### src/rtl/alu_iter_pkg.sv
// Shared operation codes and FSM encodings for the iterative ALU and its controller.
// Pure declarations: no latency, no backpressure.
package alu_iter_pkg;

    typedef enum logic [3:0] {
        OP_AND = 4'b0000,
        OP_OR  = 4'b0001,
        OP_ADD = 4'b0010,
        OP_MUL = 4'b0011,
        OP_SUB = 4'b0110,
        OP_SLT = 4'b0111
    } alu_op_e;

    typedef enum logic [1:0] {
        ST_IDLE = 2'b00,
        ST_MUL  = 2'b01,
        ST_DONE = 2'b10
    } alu_state_e;

    function automatic int cnt_width(input int width);
        return (width > 1) ? $clog2(width) : 1;
    endfunction

endpackage

### src/rtl/alu_iter_mul.sv
// Shift-add multiplier datapath: one multiplier bit per step, low WIDTH bits of the product.
// Latency WIDTH steps after load; the caller owns sequencing, so there is no backpressure.
module alu_iter_mul
    import alu_iter_pkg::*;
#(
    parameter int WIDTH = 32
) (
    input  logic             clk_i,
    input  logic             rst_i,
    input  logic             load_i,
    input  logic             step_i,
    input  logic [WIDTH-1:0] a_i,
    input  logic [WIDTH-1:0] b_i,
    output logic             last_o,
    output logic [WIDTH-1:0] product_o
);

    localparam int CW = cnt_width(WIDTH);

    logic [WIDTH-1:0] r_acc;
    logic [WIDTH-1:0] r_mcand;
    logic [WIDTH-1:0] r_mplier;
    logic [CW-1:0]    r_cnt;
    logic [WIDTH-1:0] w_acc_nxt;

    assign w_acc_nxt = r_mplier[0] ? (r_acc + r_mcand) : r_acc;

    // product_o is the accumulator after the current step, so the final
    // step's result can be captured on the same edge that retires it.
    assign product_o = w_acc_nxt;
    assign last_o    = (r_cnt == CW'(WIDTH - 1));

    always_ff @(posedge clk_i) begin
        if (rst_i) begin
            r_acc    <= '0;
            r_mcand  <= '0;
            r_mplier <= '0;
            r_cnt    <= '0;
        end else if (load_i) begin
            r_acc    <= '0;
            r_mcand  <= a_i;
            r_mplier <= b_i;
            r_cnt    <= '0;
        end else if (step_i) begin
            r_acc    <= w_acc_nxt;
            r_mcand  <= r_mcand << 1;
            r_mplier <= r_mplier >> 1;
            r_cnt    <= r_cnt + CW'(1);
        end
    end

endmodule

### src/rtl/alu_iter.sv
// Iterative ALU: simple ops complete one cycle after acceptance, MUL after WIDTH+1 cycles.
// Requests are taken only while busy_o is low; start_i during a multiply is dropped.
module alu_iter
    import alu_iter_pkg::*;
#(
    parameter int WIDTH = 32
) (
    input  logic             clk_i,
    input  logic             rst_i,
    input  logic             start_i,
    input  logic [3:0]       ctrl_i,
    input  logic [WIDTH-1:0] src1_i,
    input  logic [WIDTH-1:0] src2_i,
    output logic [WIDTH-1:0] result_o,
    output logic             zero_o,
    output logic             busy_o,
    output logic             done_o
);

    alu_state_e       r_state;
    alu_state_e       w_state_nxt;
    logic [WIDTH-1:0] r_result;
    logic             r_zero;
    logic [WIDTH-1:0] w_alu;
    logic [WIDTH-1:0] w_product;
    logic             w_mul_last;
    logic             w_mul_load;
    logic             w_mul_step;
    logic             w_ld_simple;
    logic             w_ld_mul;
    logic             w_busy;
    logic             w_done;

    always_comb begin
        w_alu = '0;
        case (ctrl_i)
            OP_AND:  w_alu = src1_i & src2_i;
            OP_OR:   w_alu = src1_i | src2_i;
            OP_ADD:  w_alu = src1_i + src2_i;
            OP_SUB:  w_alu = src1_i - src2_i;
            OP_SLT:  w_alu[0] = ($signed(src1_i) < $signed(src2_i));
            default: w_alu = '0;
        endcase
    end

    alu_iter_mul #(
        .WIDTH(WIDTH)
    ) u_mul (
        .clk_i     (clk_i),
        .rst_i     (rst_i),
        .load_i    (w_mul_load),
        .step_i    (w_mul_step),
        .a_i       (src1_i),
        .b_i       (src2_i),
        .last_o    (w_mul_last),
        .product_o (w_product)
    );

    always_ff @(posedge clk_i) begin
        if (rst_i) begin
            r_state <= ST_IDLE;
        end else begin
            r_state <= w_state_nxt;
        end
    end

    // DONE accepts a new request exactly like IDLE, giving back-to-back issue.
    always_comb begin
        w_state_nxt = r_state;
        w_mul_load  = 1'b0;
        w_mul_step  = 1'b0;
        w_ld_simple = 1'b0;
        w_ld_mul    = 1'b0;
        w_busy      = 1'b0;
        w_done      = 1'b0;
        case (r_state)
            ST_IDLE, ST_DONE: begin
                w_done      = (r_state == ST_DONE);
                w_state_nxt = ST_IDLE;
                if (start_i) begin
                    if (ctrl_i == OP_MUL) begin
                        w_state_nxt = ST_MUL;
                        w_mul_load  = 1'b1;
                    end else begin
                        w_state_nxt = ST_DONE;
                        w_ld_simple = 1'b1;
                    end
                end
            end
            ST_MUL: begin
                w_busy     = 1'b1;
                w_mul_step = 1'b1;
                if (w_mul_last) begin
                    w_state_nxt = ST_DONE;
                    w_ld_mul    = 1'b1;
                end
            end
            default: w_state_nxt = ST_IDLE;
        endcase
    end

    always_ff @(posedge clk_i) begin
        if (rst_i) begin
            r_result <= '0;
            r_zero   <= 1'b1;
        end else if (w_ld_simple) begin
            r_result <= w_alu;
            r_zero   <= (w_alu == '0);
        end else if (w_ld_mul) begin
            r_result <= w_product;
            r_zero   <= (w_product == '0);
        end
    end

    assign result_o = r_result;
    assign zero_o   = r_zero;
    assign busy_o   = w_busy;
    assign done_o   = w_done;

endmodule

### config.mk
export PLATFORM = sky130hd
export DESIGN_NAME = alu_iter
export DESIGN_NICKNAME = d
export VERILOG_FILES = /design/src/rtl/alu_iter_pkg.sv /design/src/rtl/alu_iter_mul.sv /design/src/rtl/alu_iter.sv
export SDC_FILE = /design/constraint.sdc
export NUM_CORES = 1
export LEC_CHECK = 0
export BUFFER_PORTS_ARGS = -buffer_cell sky130_fd_sc_hd__buf_4
export CAP_MARGIN = 20
export CORE_ASPECT_RATIO = 0.6
export CORE_MARGIN = 2
export CORE_UTILIZATION = 62
export CTS_BUF_LIST = sky130_fd_sc_hd__clkbuf_16
export DETAILED_ROUTE_END_ITERATION = 6
export GPL_TIMING_DRIVEN = 1
export PLACE_DENSITY = 0.82
export SYNTH_ARGS = -nofsm -noshare
export SYNTH_HDL_FRONTEND = slang
export SYNTH_SLANG_ARGS = --single-unit
### constraint.sdc
create_clock -name clk_i -period 4.6 [get_ports clk_i]
set_clock_uncertainty 0.05 [all_clocks]
set_input_delay 0.92 -clock clk_i [delete_from_list [all_inputs] [get_ports clk_i]]
set_output_delay 0.92 -clock clk_i [all_outputs]
set_load 0.01 [all_outputs]
# Word level (Yosys, flattened, before mapping)
# Cells that the tools add are included.
# totals
register_bits	136
inputBits	71
output_inout_bits	35
wordCells	56
# op_classes
addsub	4
order_cmp	1
n_eq_ne	9
muxes	25
n_bitwise	2
reduce_logical	8
# op_table
operator	n
32-bit two-way mux	7
31-bit case mux with 4 select lines	1
32-bit adder	2
32-bit zero test	2
32-bit bitwise AND	1
32-bit less-than comparator	1
32-bit OR	1
32-bit subtractor	1
1-bit two-way mux	12
4-bit by 2-bit == test with 1-bit output, second input constant	2
4-bit by 3-bit == test with 1-bit output, second input constant	2
2-bit two-way mux	3
5-bit by 1-bit adder with 5-bit output, second input constant	1
5-bit == test, second input constant	1
1-bit case mux with 5 select lines	1
4-bit by 1-bit == test with 1-bit output, second input constant	1
4-bit zero test	1
2-bit case mux with 2 select lines	1
2-bit nonzero test	2
2-bit OR reduction	2
2-bit by 1-bit == test with 1-bit output, second input constant	1
2-bit == test, second input constant	1
2-bit zero test	1
2-bit by 1-bit != test with 1-bit output, second input constant	1

# Longest topological paths before layout
# logic_depth
ltp_word	5
depth_mapped	15

# By module
# A second synthesis with hierarchy kept.
# unflattened
cells_unflattened	1802
hier_area_um2	13317.8
# modules_own_cells
module	instances	cells_each	area_per_inst_um2	seq_area_each_um2
alu_iter	1	1019	6967.9	700.7
alu_iter_mul	1	783	6349.8	2021.9

# Worst setup path after synthesis
# Ideal clock, no wire load.
# synth_timing
kind	input port to flip-flop
from	in src1_i[0]
to	reg r_zero (netlist: zero_o)
setup_time_ns	0.059
arrival_time_ns	3.990
path_slack_ns	0.501
cell_stages	14
n_path_buf	0
cell_sequence	ha_1 > fa_1 > a21o_1 > and4_1 > nor2_1 > o211a_1 > a32oi_1 > or3_1 > nor4b_1 > or4bb_1 > nor4_1 > nand4b_1 > o41ai_2 > a31o_1
# synth_between
elab_chain_len	4
word_cells_on_any_way	9
classes_between	add/sub: 2; order compare: 1; mux: 3; bitwise: 2; reduce/logical: 1
# synth_lines
item	line_no	source
start: declaration	alu_iter.sv:12	input logic [WIDTH-1:0] src1_i,
32-bit subtractor (tied with other cells)	alu_iter.sv:40	OP_SUB: w_alu = src1_i - src2_i;
1-bit case mux with 5 select lines or 31-bit case mux with 4 select lines (tied branches)	alu_iter.sv:36	case (ctrl_i)
32-bit zero test (*)	alu_iter.sv:108	r_zero <= (w_alu == '0);
1-bit two-way mux (*)	alu_iter.sv:106	end else if (w_ld_simple) begin
end signal: assignment	alu_iter.sv:108	
end signal: assignment	alu_iter.sv:111	r_zero <= (w_product == '0);
end: declaration	alu_iter.sv:23	logic r_zero;
# Mark *: on every way between the ends. The rest lies on a longest branch, timed or not.
# A chain may end at the register's enable or synchronous reset.

# Worst setup path in the final report
# layout_timing
from	in src2_i[15]
to	reg r_zero (netlist: zero_o)
# layout_between
elab_chain_len	4
word_cells_on_any_way	9
classes_between	add/sub: 2; order compare: 1; mux: 3; bitwise: 2; reduce/logical: 1
# layout_lines
item	line_no	source
start: declaration	alu_iter.sv:13	input logic [WIDTH-1:0] src2_i,
32-bit subtractor (tied with other cells)	alu_iter.sv:40	
31-bit case mux with 4 select lines or 1-bit case mux with 5 select lines (tied branches)	alu_iter.sv:36	
32-bit zero test (*)	alu_iter.sv:108	
1-bit two-way mux (*)	alu_iter.sv:106	
# Marks and branches as above.

==> impl_metrics.toml <==
[setup_path]
crit_type = "in -> reg"
cp.buffers_inverters = 5
cp_data_required_time_ns = 4.94
cpMaxStageDelayCell = "a211oi_1"
cp.arrival_ns = 4.74
crit-reg2reg-launch = "u_mul.r_mcand[1]"
path_cells = "buf_4 -> inv_1 -> ha_1 -> buf_4 -> inv_2 -> a21o_1 -> a211oi_1 -> o31ai_1 -> a211o_1 -> nand3_1 -> a32oi_1 -> or4b_1 -> nor4_1 -> buf_4 -> nand4b_1 -> o41ai_2 -> a31o_1"
crit_family = "compound AO/OA/AOI/OAI gates"
crit_fanout = 8
cp-end-kind = "flip-flop"
r2r_end = "result_o[31]"
r2r_slack_ns = 0.55
r2r.worst_path.cells = 13
cp_slowest_stage_delay_ns = 0.57
crit_path_start_kind = "input port"
path_common_cell = "buf_4"

[synth]
synthCells = 1735
synthFlopType = "dfxtp_1"
async_flop_share = 0
syn_nets = 1941
synth_edf_count = 0
syn-mean-instance-area_um2 = 7.35
syn_area_um2 = 12700
ys_types = 83
ys_seq_elements = 136
ys_warn_count = 0
ys_seq_area_frac = 0.214

[min_path]
hp-class = "reg -> reg"
worst_hold_path.num_cells = 2
hold_end = "u_mul.r_mplier[12]"
worstHoldStart = "u_mul.r_mplier[12]"

[pwr]
total_leakage_power_nw = 6.54
p_seq_frac = 0.327
p_switching_mw = 1.37
p_int_mw = 2.43
swShare = 0.361
p_total_mw = 3.81
p_comb_frac = 0.308
ir_drop_mv = 0.269
clkPwrFrac = 0.365
power.density_nw_per_um2 = 252

[sta]
report.final.slew_viol_count = 0
fmax_ghz = 0.228
rsz0062_at_grt = "no"
fin_crit_ns = 4.39
fin_crit_sh = 0.955
worst_slew_pin_slew_ns = 1.20
slew_headroom = 0.194
fin_ws_ns = 0.209
final_hold_viol_count = 0
setup_violations = 0

[detailed_routing]
drc_errors = 0
wl_mm = 49.7
first_pass_iters = 6
vias_per_cell = 6.84
wl_per_cell_um = 22.8
final_antenna_net_count = 0
vias = 14873
first_iter_violations = 2338

[placed_design]
place_area_um2 = 14500
place_hpwl_mm = 37.6
dp_cells = 2142
port_buffers = 105
globalplace.congestion = 1.05
dpl_worst_slack_ns = -0.132

[floorplan]
io_pins = 106
initial_core_util = 0.635
core_um2 = 20100
rows = 40
die_h_um = 115
dieWidth_um = 189
die-area_um2 = 21800

[final_layout]
fillers = 1510
post-route-util = 0.753
n_antenna_cell = 0
final_common_cell = "buf_4"
final_cell_mix = "buf_4 (244), nor2_1 (208), nand2_1 (200)"
fin_cells = 2174
drive_gt1_frac = 0.171
area_growth_pct = 18.6
fin_nets = 2094
fin_area_um2 = 15100
multi_input_area_um2 = 9160
ff_latch_area_um2 = 2720

[clock_tree]
h-tree-depth = 4
clk_path_buf_depth = 2
cts_tree = "done"
cts_made_buffers = 17
postCtsSetupBuffers = 0
cts_root_buf = "clkbuf_16"
clock_latency_ns = 0.45
cts_hold_buf = 0
numClockSinks = 136
cts.clk_slew.worst_paths_ns = 0.07

[grt]
grt_max_degree = 71
grt_pass1_wl_mm = 76.2
gr-total-overflow = 0
grt_usage = 0.449
grt_antenna_before_repair = 0
grt_pass1_vias = 13482

[run_status]
outcome = "finished, final reports clean"

[run]
cap_violations = 0
## synthesized netlist by cell type, types with 6 or more instances
cell	number	area [µm²]
buf_1	8	30.0
a221oi_1	28	245
nor2b_1	17	106
o211ai_1	20	150
o21bai_1	17	128
o21a_1	8	60.1
mux2i_1	49	490
mux2_2	8	90.1
clkbuf_1	92	345
a21oi_1	140	701
a21o_1	20	150
a22oi_1	46	345
buf_2	10	50.1
a311oi_1	40	350
o21ai_0	75	375
nor4b_1	6	52.6
ha_1	132	1650
a31oi_1	16	100
and3_1	9	56.3
inv_1	123	462
xor2_1	17	149
nor3_1	28	140
nand3_1	27	135
or3_1	7	43.8
a21boi_0	6	45.0
a211oi_1	37	278
a32oi_1	6	52.6
o221a_2	6	67.6
o22ai_1	13	81.3
nand2b_1	17	106
o31ai_1	9	67.6
dfxtp_1	136	2720
nand4_1	12	75.1
xnor2_1	22	193
nor2_1	210	788
nand2_1	200	751
nor4_1	11	68.8
## timing repair
action | 4_1_cts | 5_1_grt
endpoints found under the setup margin | 0 | 1
endpoints found under the hold margin | 0 | 0
gates resized for setup | 0 | 2
## power groups by stage
stage / combinational [mW] / clock (mW) / sequential, mW
floorplan: 0.626 / 0 / 1.26
global placement: 1.10 / 0 / 1.26
detailed placement: 1.11 / 0 / 1.27
CTS: 1.12 / 1.38 / 1.24
global route: 1.24 / 1.42 / 1.24
finish: 1.17 / 1.39 / 1.24
## how the worst max path moves through the flow
stage	startpoint	to	slack [ns]	cells after the start
final	src2_i[15]	zero_o	0.21	17
after detailed placement	src1_i[0]	zero_o	-0.13	17
after global placement	src2_i[4]	zero_o	-0.15	16
after CTS	src1_i[4]	zero_o	0.25	16
after global routing	src1_i[0]	zero_o	0.03	17
after floorplan	src1_i[0]	zero_o	0.50	14
## tightest hold or removal path, cell delays in order, from the launching register on
cell,delay [ns]
dfxtp_1,0.31
nand2_1,0.05
a21oi_1,0.05
## state kept, by name (all words and copies together), names as in the netlist
signal,cells
result_o,32
u_mul.r_acc,32
u_mul.r_mcand,32
u_mul.r_mplier,32
u_mul.r_cnt,5
r_state,2
zero_o,1
## kinds of logic (layout without fill, tap and decap cells)
kind of cell,Yosys count,count (layout),synth area share
AO/OA/AOI/OAI,559,559,0.308
adder cells (fa/ha/maj),135,135,0.134
AND/OR/NAND/NOR,572,572,0.200
XOR/XNOR,39,39,0.0268
flip-flops,136,136,0.214
buffers and inverters,237,403,0.0713
multiplexers,57,57,0.0455
## per-layer routing
layer | wire (µm) | share of wire | GRT usage
met5 | 0 | 0 | 0
met4 | 2160 | 0.043 | 0.198
met3 | 7160 | 0.14 | 0.111
met2 | 19500 | 0.39 | 0.633
met1 | 20900 | 0.42 | 0.646
## through the flow
step / setup TNS [ns] / hold slack [ns]
after global placement: -0.147 / 0.393
after CTS: 0 / 0.406
after detailed placement: -0.132 / 0.397
final: 0 / 0.407
after global routing: 0 / 0.421
after floorplan: 0 / 0.387
## cell type report
class / count / share of cell area
Clock inverter: 15 / 0.00952
Tap cell: 273 / 0.0226
Inverter: 126 / 0.0314
Clock buffer: 17 / 0.0281
Multi-Input combinational cell: 1362 / 0.606
Timing Repair Buffer: 245 / 0.122
Sequential cell: 136 / 0.180
(Power assumes the default switching activity.)
